File: config.mk
export PLATFORM = sky130hd
export DESIGN_NAME = spu_writeback_stage
export DESIGN_NICKNAME = d
export VERILOG_FILES = /design/src/rtl/spu_writeback_stage.sv
export SDC_FILE = /design/constraint.sdc
export NUM_CORES = 2
export LEC_CHECK = 0
export ABC_AREA = 1
export CAP_MARGIN = 20
export CELL_PAD_IN_SITES_DETAIL_PLACEMENT = 0
export CELL_PAD_IN_SITES_GLOBAL_PLACEMENT = 1
export CORE_ASPECT_RATIO = 0.9
export CORE_MARGIN = 5
export CORE_UTILIZATION = 40
export DETAILED_ROUTE_END_ITERATION = 16
export PLACE_DENSITY_LB_ADDON = 0.2
export SYNTH_ARGS = -nofsm -noshare
export SYNTH_HDL_FRONTEND = slang
export SYNTH_SLANG_ARGS = --single-unit
File: constraint.sdc
create_clock -name clock -period 1.8 [get_ports clock]
set_input_delay 0.54 -clock clock [delete_from_list [all_inputs] [get_ports clock]]
set_output_delay 0.54 -clock clock [all_outputs]
set_load 0.05 [all_outputs]
File: src/rtl/spu_writeback_stage.sv
// SPU writeback stage: per-pipe latency queues feeding the two register-file write ports.
// Optional SPU_WB_COLLISION_CNT_EN adds a saturating 16-bit collision_count output.

module spu_wb_queue #(
  parameter int DEPTH  = 7,
  parameter int ADDR_W = 7,
  parameter int DATA_W = 128
) (
  input  logic              clock,
  input  logic              reset,
  input  logic              in_valid,
  input  logic [ADDR_W-1:0] in_addr,
  input  logic [DATA_W-1:0] in_data,
  input  logic [2:0]        in_lat,
  input  logic [3:0]        in_stamp,
  input  logic              in_tie,
  output logic              out_valid,
  output logic [ADDR_W-1:0] out_addr,
  output logic [DATA_W-1:0] out_data,
  output logic [3:0]        out_stamp,
  output logic              out_tie,
  output logic              err
);
  logic [DEPTH-1:0]             vld_pipe;
  logic [DEPTH-1:0][ADDR_W-1:0] addr;
  logic [DEPTH-1:0][DATA_W-1:0] data;
  logic [DEPTH-1:0][3:0]        stamp;
  logic [DEPTH-1:0]             tie;
  logic                         occ, accept;
  logic [2:0]                   tgt;

  // Target slot L-1 is taken after the shift exactly when the current slot L is valid.
  always_comb begin
    occ = 1'b0;
    for (int k = 1; k < DEPTH; k++)
      if (int'(in_lat) == k) occ = vld_pipe[k];
    accept = in_valid && (in_lat != 3'd0) && (int'(in_lat) <= DEPTH) && !occ;
    tgt    = in_lat - 3'd1;
  end

  always_ff @(posedge clock or negedge reset) begin
    if (!reset) begin
      vld_pipe <= '0;
      addr     <= '0;
      data     <= '0;
      stamp    <= '0;
      tie      <= '0;
      err      <= 1'b0;
    end else begin
      for (int k = 0; k < DEPTH-1; k++) begin
        vld_pipe[k] <= vld_pipe[k+1];
        addr[k]     <= addr[k+1];
        data[k]     <= data[k+1];
        stamp[k]    <= stamp[k+1];
        tie[k]      <= tie[k+1];
      end
      vld_pipe[DEPTH-1] <= 1'b0;
      if (accept) begin
        vld_pipe[tgt] <= 1'b1;
        addr[tgt]     <= in_addr;
        data[tgt]     <= in_data;
        stamp[tgt]    <= in_stamp;
        tie[tgt]      <= in_tie;
      end
      err <= in_valid && !accept;
    end
  end

  assign out_valid = vld_pipe[0];
  assign out_addr  = addr[0];
  assign out_data  = data[0];
  assign out_stamp = stamp[0];
  assign out_tie   = tie[0];
endmodule

module spu_writeback_stage #(
  parameter int DEPTH  = 7,
  parameter int ADDR_W = 7,
  parameter int DATA_W = 128
) (
  input  logic              clock,
  input  logic              reset,
  input  logic              ep_valid,
  input  logic [ADDR_W-1:0] ep_rt_address,
  input  logic [DATA_W-1:0] ep_result,
  input  logic [2:0]        ep_latency,
  input  logic              op_valid,
  input  logic [ADDR_W-1:0] op_rt_address,
  input  logic [DATA_W-1:0] op_result,
  input  logic [2:0]        op_latency,
  input  logic              op_younger,
  output logic [ADDR_W-1:0] rt_ep_address,
  output logic [DATA_W-1:0] rt_value_ep,
  output logic              wrt_en_ep,
  output logic [ADDR_W-1:0] rt_op_address,
  output logic [DATA_W-1:0] rt_value_op,
  output logic              wrt_en_op,
  output logic [1:0]        insert_err
`ifdef SPU_WB_COLLISION_CNT_EN
  ,output logic [15:0]      collision_count
`endif
);
  // Index 0 = even pipe, 1 = odd pipe.
  logic [1:0]             in_vld, in_tie, q_vld, q_tie;
  logic [1:0][ADDR_W-1:0] in_addr, q_addr;
  logic [1:0][DATA_W-1:0] in_data, q_data;
  logic [1:0][2:0]        in_lat;
  logic [1:0][3:0]        q_stamp;
  logic [3:0]             stamp_cnt, diff_eo;
  logic                   both, col, even_younger;

  always_ff @(posedge clock or negedge reset) begin
    if (!reset) stamp_cnt <= 4'd0;
    else        stamp_cnt <= stamp_cnt + 4'd1;
  end

  assign both    = ep_valid & op_valid;
  assign in_vld  = {op_valid, ep_valid};
  assign in_addr = {op_rt_address, ep_rt_address};
  assign in_data = {op_result, ep_result};
  assign in_lat  = {op_latency, ep_latency};
  assign in_tie  = {both & op_younger, both & ~op_younger};

  genvar p;
  for (p = 0; p < 2; p++) begin : g_pipe
    spu_wb_queue #(.DEPTH(DEPTH), .ADDR_W(ADDR_W), .DATA_W(DATA_W)) u_q (
      .clock     (clock),
      .reset     (reset),
      .in_valid  (in_vld[p]),
      .in_addr   (in_addr[p]),
      .in_data   (in_data[p]),
      .in_lat    (in_lat[p]),
      .in_stamp  (stamp_cnt),
      .in_tie    (in_tie[p]),
      .out_valid (q_vld[p]),
      .out_addr  (q_addr[p]),
      .out_data  (q_data[p]),
      .out_stamp (q_stamp[p]),
      .out_tie   (q_tie[p]),
      .err       (insert_err[p])
    );
  end

  // Stamps wrap mod 16; entries retiring together were issued < DEPTH cycles apart.
  assign diff_eo      = q_stamp[0] - q_stamp[1];
  assign even_younger = (diff_eo == 4'd0) ? q_tie[0]
                                          : (int'(diff_eo) <= DEPTH);
  assign col          = q_vld[0] & q_vld[1] & (q_addr[0] == q_addr[1]);

  assign wrt_en_ep     = q_vld[0] & ~(col & ~even_younger);
  assign wrt_en_op     = q_vld[1] & ~(col & even_younger);
  assign rt_ep_address = q_addr[0];
  assign rt_value_ep   = q_data[0];
  assign rt_op_address = q_addr[1];
  assign rt_value_op   = q_data[1];

`ifdef SPU_WB_COLLISION_CNT_EN
  always_ff @(posedge clock or negedge reset) begin
    if (!reset)                                 collision_count <= 16'd0;
    else if (col && collision_count != 16'hFFFF) collision_count <= collision_count + 16'd1;
  end
`endif
endmodule

# Yosys cells after proc, flatten, opt, wreduce, memory -nomap -nowiden
# Index checks and enable logic that the tools add are counted.
[word_totals]
reg_bits = 1973
out_inout_bits = 274
word_cells = 145
[op_classes]
n_addsub = 4
order_cmp = 5
n_eq_ne = 13
mux = 45
bitwise_logic = 14
n_reduce_logical = 15
[ops]
columns = ["cell", "count"]
rows = [
  ["$bwmux W896", 2],
  ["$mux W768", 2],
  ["$demux W128 S3", 2],
  ["$mux W128", 2],
  ["$bwmux W49", 2],
  ["$mux W42", 2],
  ["$bwmux W28", 2],
  ["$mux W24", 2],
  ["$demux W7 S3", 2],
  ["$mux W7", 4],
  ["$demux W4 S3", 2],
  ["$eq A3 B3 Y1 const B", 8],
  ["$mux W1", 15],
  ["$or A6 B7 Y7", 2],
  ["$eq A3 B2 Y1 const B", 4],
  ["$and A1 B1 Y1", 8],
  ["$logic_and A1 B1 Y1", 8],
  ["$lt A3 B4 Y1 const B", 2],
  ["$mux W4", 2],
  ["$bwmux W7", 1],
  ["$eq A7 B7 Y1", 1],
  ["$demux W1 S3", 2],
  ["$ge A3 B1 Y1 const B", 2],
  ["$mux W6", 1],
  ["8 further kinds", 16],
]

# Logic depth before layout (Yosys ltp)
[depth]
depth_word = 11
ltp_mapped = 14
ltp_nobuf = 12

# Hierarchy
# Synthesis repeated with hierarchy kept, for this count alone.
[unflattened]
hier_cells = 12841
hier_area_um2 = 95048.7
[modules_own_cells]
columns = ["module", "n_inst", "cells_each", "area_each_um2", "seq_area_each_um2"]
rows = [
  ["spu_wb_queue (g_pipe[1].u_q)", 1, 6371, 47246.6, 24723.7],
  ["spu_wb_queue (g_pipe[0].u_q)", 1, 6371, 47245.3, 24723.7],
  ["spu_writeback_stage", 1, 99, 556.8, 100.1],
]

# Worst setup path before layout
# Ideal clock, no wire load.
[synth_path]
path_type = "reg-to-output"
startpoint = "reg g_pipe[0].u_q.stamp (netlist bit g_pipe[0].u_q.out_stamp[0])"
endpoint = "out wrt_en_op"
t_arrival_ps = 2398
t_required_ps = 1260
path_slack_ps = -1138
stages_incl_launch_ff = 10
path_buffers = 0
cell_sequence = "dfrtp_1 > inv_1 > ha_1 > fa_1 > nand2_1 > nor2_1 > nand2_1 > nand2_1 > nor2_1 > a21boi_0"
[synth_between]
elab_chain_cells = 6
elab_cells_between_ends = 7
cone_classes = "1 x add/sub; 1 x order compare; 1 x mux; 3 x bitwise; 1 x reduce/logical"
[synth_lines]
columns = ["element", "line_no", "text"]
rows = [
  ["from (decl)", "27", "logic [DEPTH-1:0][3:0] stamp;"],
  ["from (signal, indexed assignment)", "54", "stamp[k] <= stamp[k+1];"],
  ["from (signal, indexed assignment)", "62", "stamp[tgt] <= in_stamp;"],
  ["$sub A4 B4 Y4 *", "145", "assign diff_eo = q_stamp[0] - q_stamp[1];"],
  ["$le A4 B3 Y1 / $logic_not A4 Y1 (equally long branches)", "147, 146", ""],
  ["$mux W1 *", "146", "assign even_younger = (diff_eo == 4'd0) ? q_tie[0]"],
  ["$and A1 B1 Y1 *", "151", "assign wrt_en_op = q_vld[1] & ~(col & even_younger);"],
  ["$not A1 Y1 *", "151", ""],
  ["$and A1 B1 Y1 *", "151", ""],
  ["to (decl)", "97", "output logic wrt_en_op,"],
]
# Every way passes the cells marked *; elsewhere a longest branch is shown, timed or not.

# Worst setup path after layout
[layout_path]
startpoint = "reg g_pipe[1].u_q.stamp (netlist bit g_pipe[1].u_q.out_stamp[0])"
endpoint = "out wrt_en_op"
[layout_between]
elab_chain_cells = 6
elab_cells_between_ends = 7
cone_classes = "1 x add/sub; 1 x order compare; 1 x mux; 3 x bitwise; 1 x reduce/logical"
[layout_lines]
columns = ["element", "line_no"]
rows = [
  ["from (decl)", "27"],
  ["from (signal, indexed assignment)", "54"],
  ["from (signal, indexed assignment)", "62"],
  ["$sub A4 B4 Y4 *", "145"],
  ["$le A4 B3 Y1 / $logic_not A4 Y1 (equally long branches)", "147, 146"],
  ["$mux W1 *", "146"],
  ["$and A1 B1 Y1 *", "151"],
  ["$not A1 Y1 *", "151"],
  ["$and A1 B1 Y1 *", "151"],
]
# Marks and branches as above.

==> impl_metrics.py <==
metrics = {
    "outcome": {
        "status": "finished, violations left",
        "violations": "setup timing",
    },
    "critical_path": {
        "worstSetupPathType": "register to output port",
        "startpoint": "g_pipe[1].u_q.out_stamp[0]$_DFF_PN0_",
        "path_depth": 10,
        "reg2reg_depth": 12,
        "cp_num_buf_inv": 2,
        "path_delay_family": "adder cells",
        "cp-start-kind": "register",
        "cp_common_cell": "nand2_1",
        "reg2reg_setup_slack_ps": -70,
        "rr_endpoint": "g_pipe[0].u_q.data[828]$_DFFE_PN0P_",
        "r2r-start": "g_pipe[0].u_q.vld_pipe[3]$_DFF_PN0_",
        "cp.arrival_ps": 2630,
        "critPathMaxStageDelay_ps": 480,
        "cp.required_ps": 1260,
        "cp_cell_sequence": "ha_2, fa_1, nand2_1, nor2_1, nand2_1, nand2_1, nor2_2, a21boi_4, buf_12, buf_12",
        "slowest_stage": "fa_1",
        "cp-end-kind": "output port",
        "crit_fanout": 2,
        "crit_end": "wrt_en_op",
    },
    "sta": {
        "setup_slack_ps": -1371,
        "worst_slew_pin_slew_ps": 511.1,
        "fin_crit_sh_pct": 176.2,
        "rsz0062_at_grt": "yes",
        "layout_min_cycle_time_ps": 3171,
        "clock.fmax_mhz": 315.3,
        "skew_ps": 46.37,
        "setup_viol": 382,
        "max-slew-margin-rel_pct": 65.93,
        "timing.final.max_slew_violations": 0,
        "hold_viol": 0,
    },
    "die": {
        "initial_core_util_pct": 40.26,
        "fp.coreArea_sq_um": 241800,
        "die-area_sq_um": 253300,
        "die_w_microns": 530.0,
        "io_pins": 555,
        "die_height_microns": 478.0,
        "rows": 171,
    },
    "yosys": {
        "synth_cells": 14003,
        "synth.yosys.seq_area_share_pct": 50.72,
        "synth_commonest_cells": "10075 x nand2_1, 1973 x dfrtp_1, 379 x clkbuf_1",
        "syn-num-nets": 14299,
        "synth_most_common_cell": "nand2_1",
        "synth_ff_type": "dfrtp_1",
        "ys_seq_elements": 1973,
        "yosysWarnings": 0,
        "synth_top_area_share_pct": 50.72,
        "yosysTopAreaCell": "dfrtp_1",
        "yosys-top-cells-area": "dfrtp_1 51%, nand2_1 39%, buf_4 2.4%",
        "synthArstFlopShare_pct": 100.0,
        "synth_edf_count": 0,
        "syn_area_per_cell_sq_um": 6.952,
        "synth_cell_type_count": 24,
        "synth.cell_area_sq_um": 97350,
    },
    "final_layout": {
        "post-route-util_pct": 51.45,
        "drive_gt1_share_pct": 12.18,
        "nNetsFinal": 14910,
        "fill_cells": 22559,
        "syn_to_final_growth_pct": 27.79,
        "stdcell_area_sq_um": 124400,
    },
    "placement": {
        "gp_congestion": 0.7982,
        "dpl_cell_area_sq_um": 111800,
        "hpwlAfterDp_microns": 195300,
        "port_buffers": 554,
    },
    "power": {
        "ir_worst_vdd_uv": 890.8,
        "p_per_area_nw_per_um2": 1270,
        "p_leak_nw": 69.97,
    },
    "grt": {
        "track_usage_pct": 23.51,
        "grt_pass1_wl_microns": 483400,
        "grt-ovfl-total": 0,
        "grt_pass1_vias": 84588,
        "grt_max_degree": 82,
        "antenna_found_initial": 18,
    },
    "drt": {
        "vias": 88450,
        "wire_per_inst_microns": 17.56,
        "wl_microns": 316200,
        "first_pass_iters": 6,
        "drc": 0,
        "drt_iter0_markers": 6689,
        "ant_nets": 0,
        "viasPerCell": 4.911,
    },
    "hold_path": {
        "hp-class": "primary input to register",
    },
    "clock_tree": {
        "clock_latency_ps": 860,
        "clkSinkCount": 1973,
        "cts_tree": "done",
        "clockBufferDepth": 3,
        "clk_pin_slew_worst_paths_ps": 60,
        "cts_made_buffers": 219,
        "ctsRootBufferMaster": "clkbuf_16",
        "htree_num_levels": 4,
    },
    "flow_run": {
        "drv_cap": 0,
    },
}
[cells by family after synthesis]
| logic type | Yosys count | share of synthesized area [%] |
|---|---|---|
| compound gates | 326 | 1.712 |
| fa+ha+maj | 15 | 0.2005 |
| xor+xnor | 3 | 0.02700 |
| buf+inv | 1292 | 6.672 |
| simple gates | 10394 | 40.67 |
| flops | 1973 | 50.72 |
[timing repair]
item	4_1_cts	5_1_grt
buffers inserted	22	46
hold buffers	1	0
endpoints found under the setup margin	2176	1466
endpoints found under the hold margin	466	0
pin swaps	7	137
gates resized for setup	263	301
cloned	10	96
[flip-flops by register name, indices dropped and copies added, names as in the netlist]
signal / cells
stamp_cnt: 4
g_pipe.u_q.err: 2
g_pipe.u_q.addr: 84
g_pipe.u_q.stamp: 48
g_pipe.u_q.vld_pipe: 14
g_pipe.u_q.data: 1536
g_pipe.u_q.out_data: 256
g_pipe.u_q.out_stamp: 8
g_pipe.u_q.out_addr: 14
g_pipe.u_q.tie: 7
[worst min path at each step]
stage	cells past startpoint	end	slack [ps]	from
5_1_grt	3	g_pipe[1].u_q.data[793]$_DFFE_PN0P_	330	op_result[25]
4_1_cts	3	g_pipe[1].u_q.data[793]$_DFFE_PN0P_	290	op_result[25]
2_1_floorplan	0	g_pipe[0].u_q.addr[10]$_DFF_PN0_	240	reset
3_3_place_gp	2	g_pipe[1].u_q.data[415]$_DFF_PN0_	450	g_pipe[1].u_q.data[543]$_DFF_PN0_
3_5_place_dp	2	g_pipe[0].u_q.data[254]$_DFF_PN0_	460	g_pipe[0].u_q.data[382]$_DFF_PN0_
6_report	3	g_pipe[1].u_q.data[793]$_DFFE_PN0P_	380	op_result[25]
[cells in the final DEF, fill, tap and decap left out, types with 3 or more instances in the layout]
master and count:
nand2_1 9913, dfrtp_1 1961, buf_4 406, buf_12 403, clkbuf_16 304, o21ai_0 290
buf_6 278, clkdlybuf4s50_1 274, inv_1 175, nand4_1 140, nand3_1 136, nand2_2 108
clkbuf_8 63, nand2_4 52, clkbuf_1 47, clkinv_2 39, buf_16 35, nor2_4 17
o21ai_1 15, bufinv_16 15, dfrtp_2 12, diode_2 11, nor2_1 11, o21bai_1 11
ha_1 11, buf_8 11, inv_6 9, nand3_2 8, clkinvlp_4 6, inv_2 6
nand3_4 4, a21oi_2 3, clkinv_8 3, xor2_1 3, nand2_8 3, clkinv_16 3
dlygate4sd2_1 3
[final cells by class]
cell class / count / area (sq um) / share of cell area (%)
timing repair buffer: 1496 / 20260 / 16.29
multi-input combinational: 10739 / 42470 / 34.14
clock buffer: 333 / 6624 / 5.325
sequential: 1973 / 49390 / 39.70
antenna: 11 / 27.53 / 0.02213
tap: 3200 / 4004 / 3.219
inverter: 185 / 732.0 / 0.5884
clock inverter: 73 / 884.6 / 0.7111
[power breakdown]
part           internal [mW]  switching, mW  total (mW)
registers               57.0           7.66        64.7
logic                   18.8           27.6        46.5
clock network           27.4           19.4        46.9
[worst reg2reg max path, stage by stage, from the launching register on]
cell	delay, ps
dfrtp_1	390
nand2_1	80
nand2_2	60
a21oi_4	150
nand2_2	80
nor2_4	150
buf_12	150
buf_12	140
buf_16	170
buf_16	160
buf_12	160
nand3_1	80
nand2_1	80
[through the flow]
stage	hold WS, ps	power, mW	cells	TNS (ps)	setup slack [ps]
2_1_floorplan	244.4	94.14	14003	-367570	-364.6
3_3_place_gp	450.2	107.0	17435	-1940440	-1092
3_5_place_dp	457.1	108.3	17435	-1962480	-1125
4_1_cts	292.6	157.5	17868	-62050	-1471
5_1_grt	334.6	168.1	18005	-84950	-1526
6_report	375.6	158.0	18010	-39170	-1371
[layer usage]
layer / share of wire (%) / up-vias / track usage (%)
li1: - / 43255 / -
met1: 47 / 42629 / 33.82
met2: 45 / 2145 / 37.49
met3: 5.2 / 417 / 3.231
met4: 2.4 / 4 / 5.944
met5: 0.0085 / - / 0
Note: power is estimated with default switching activity, not from simulation.
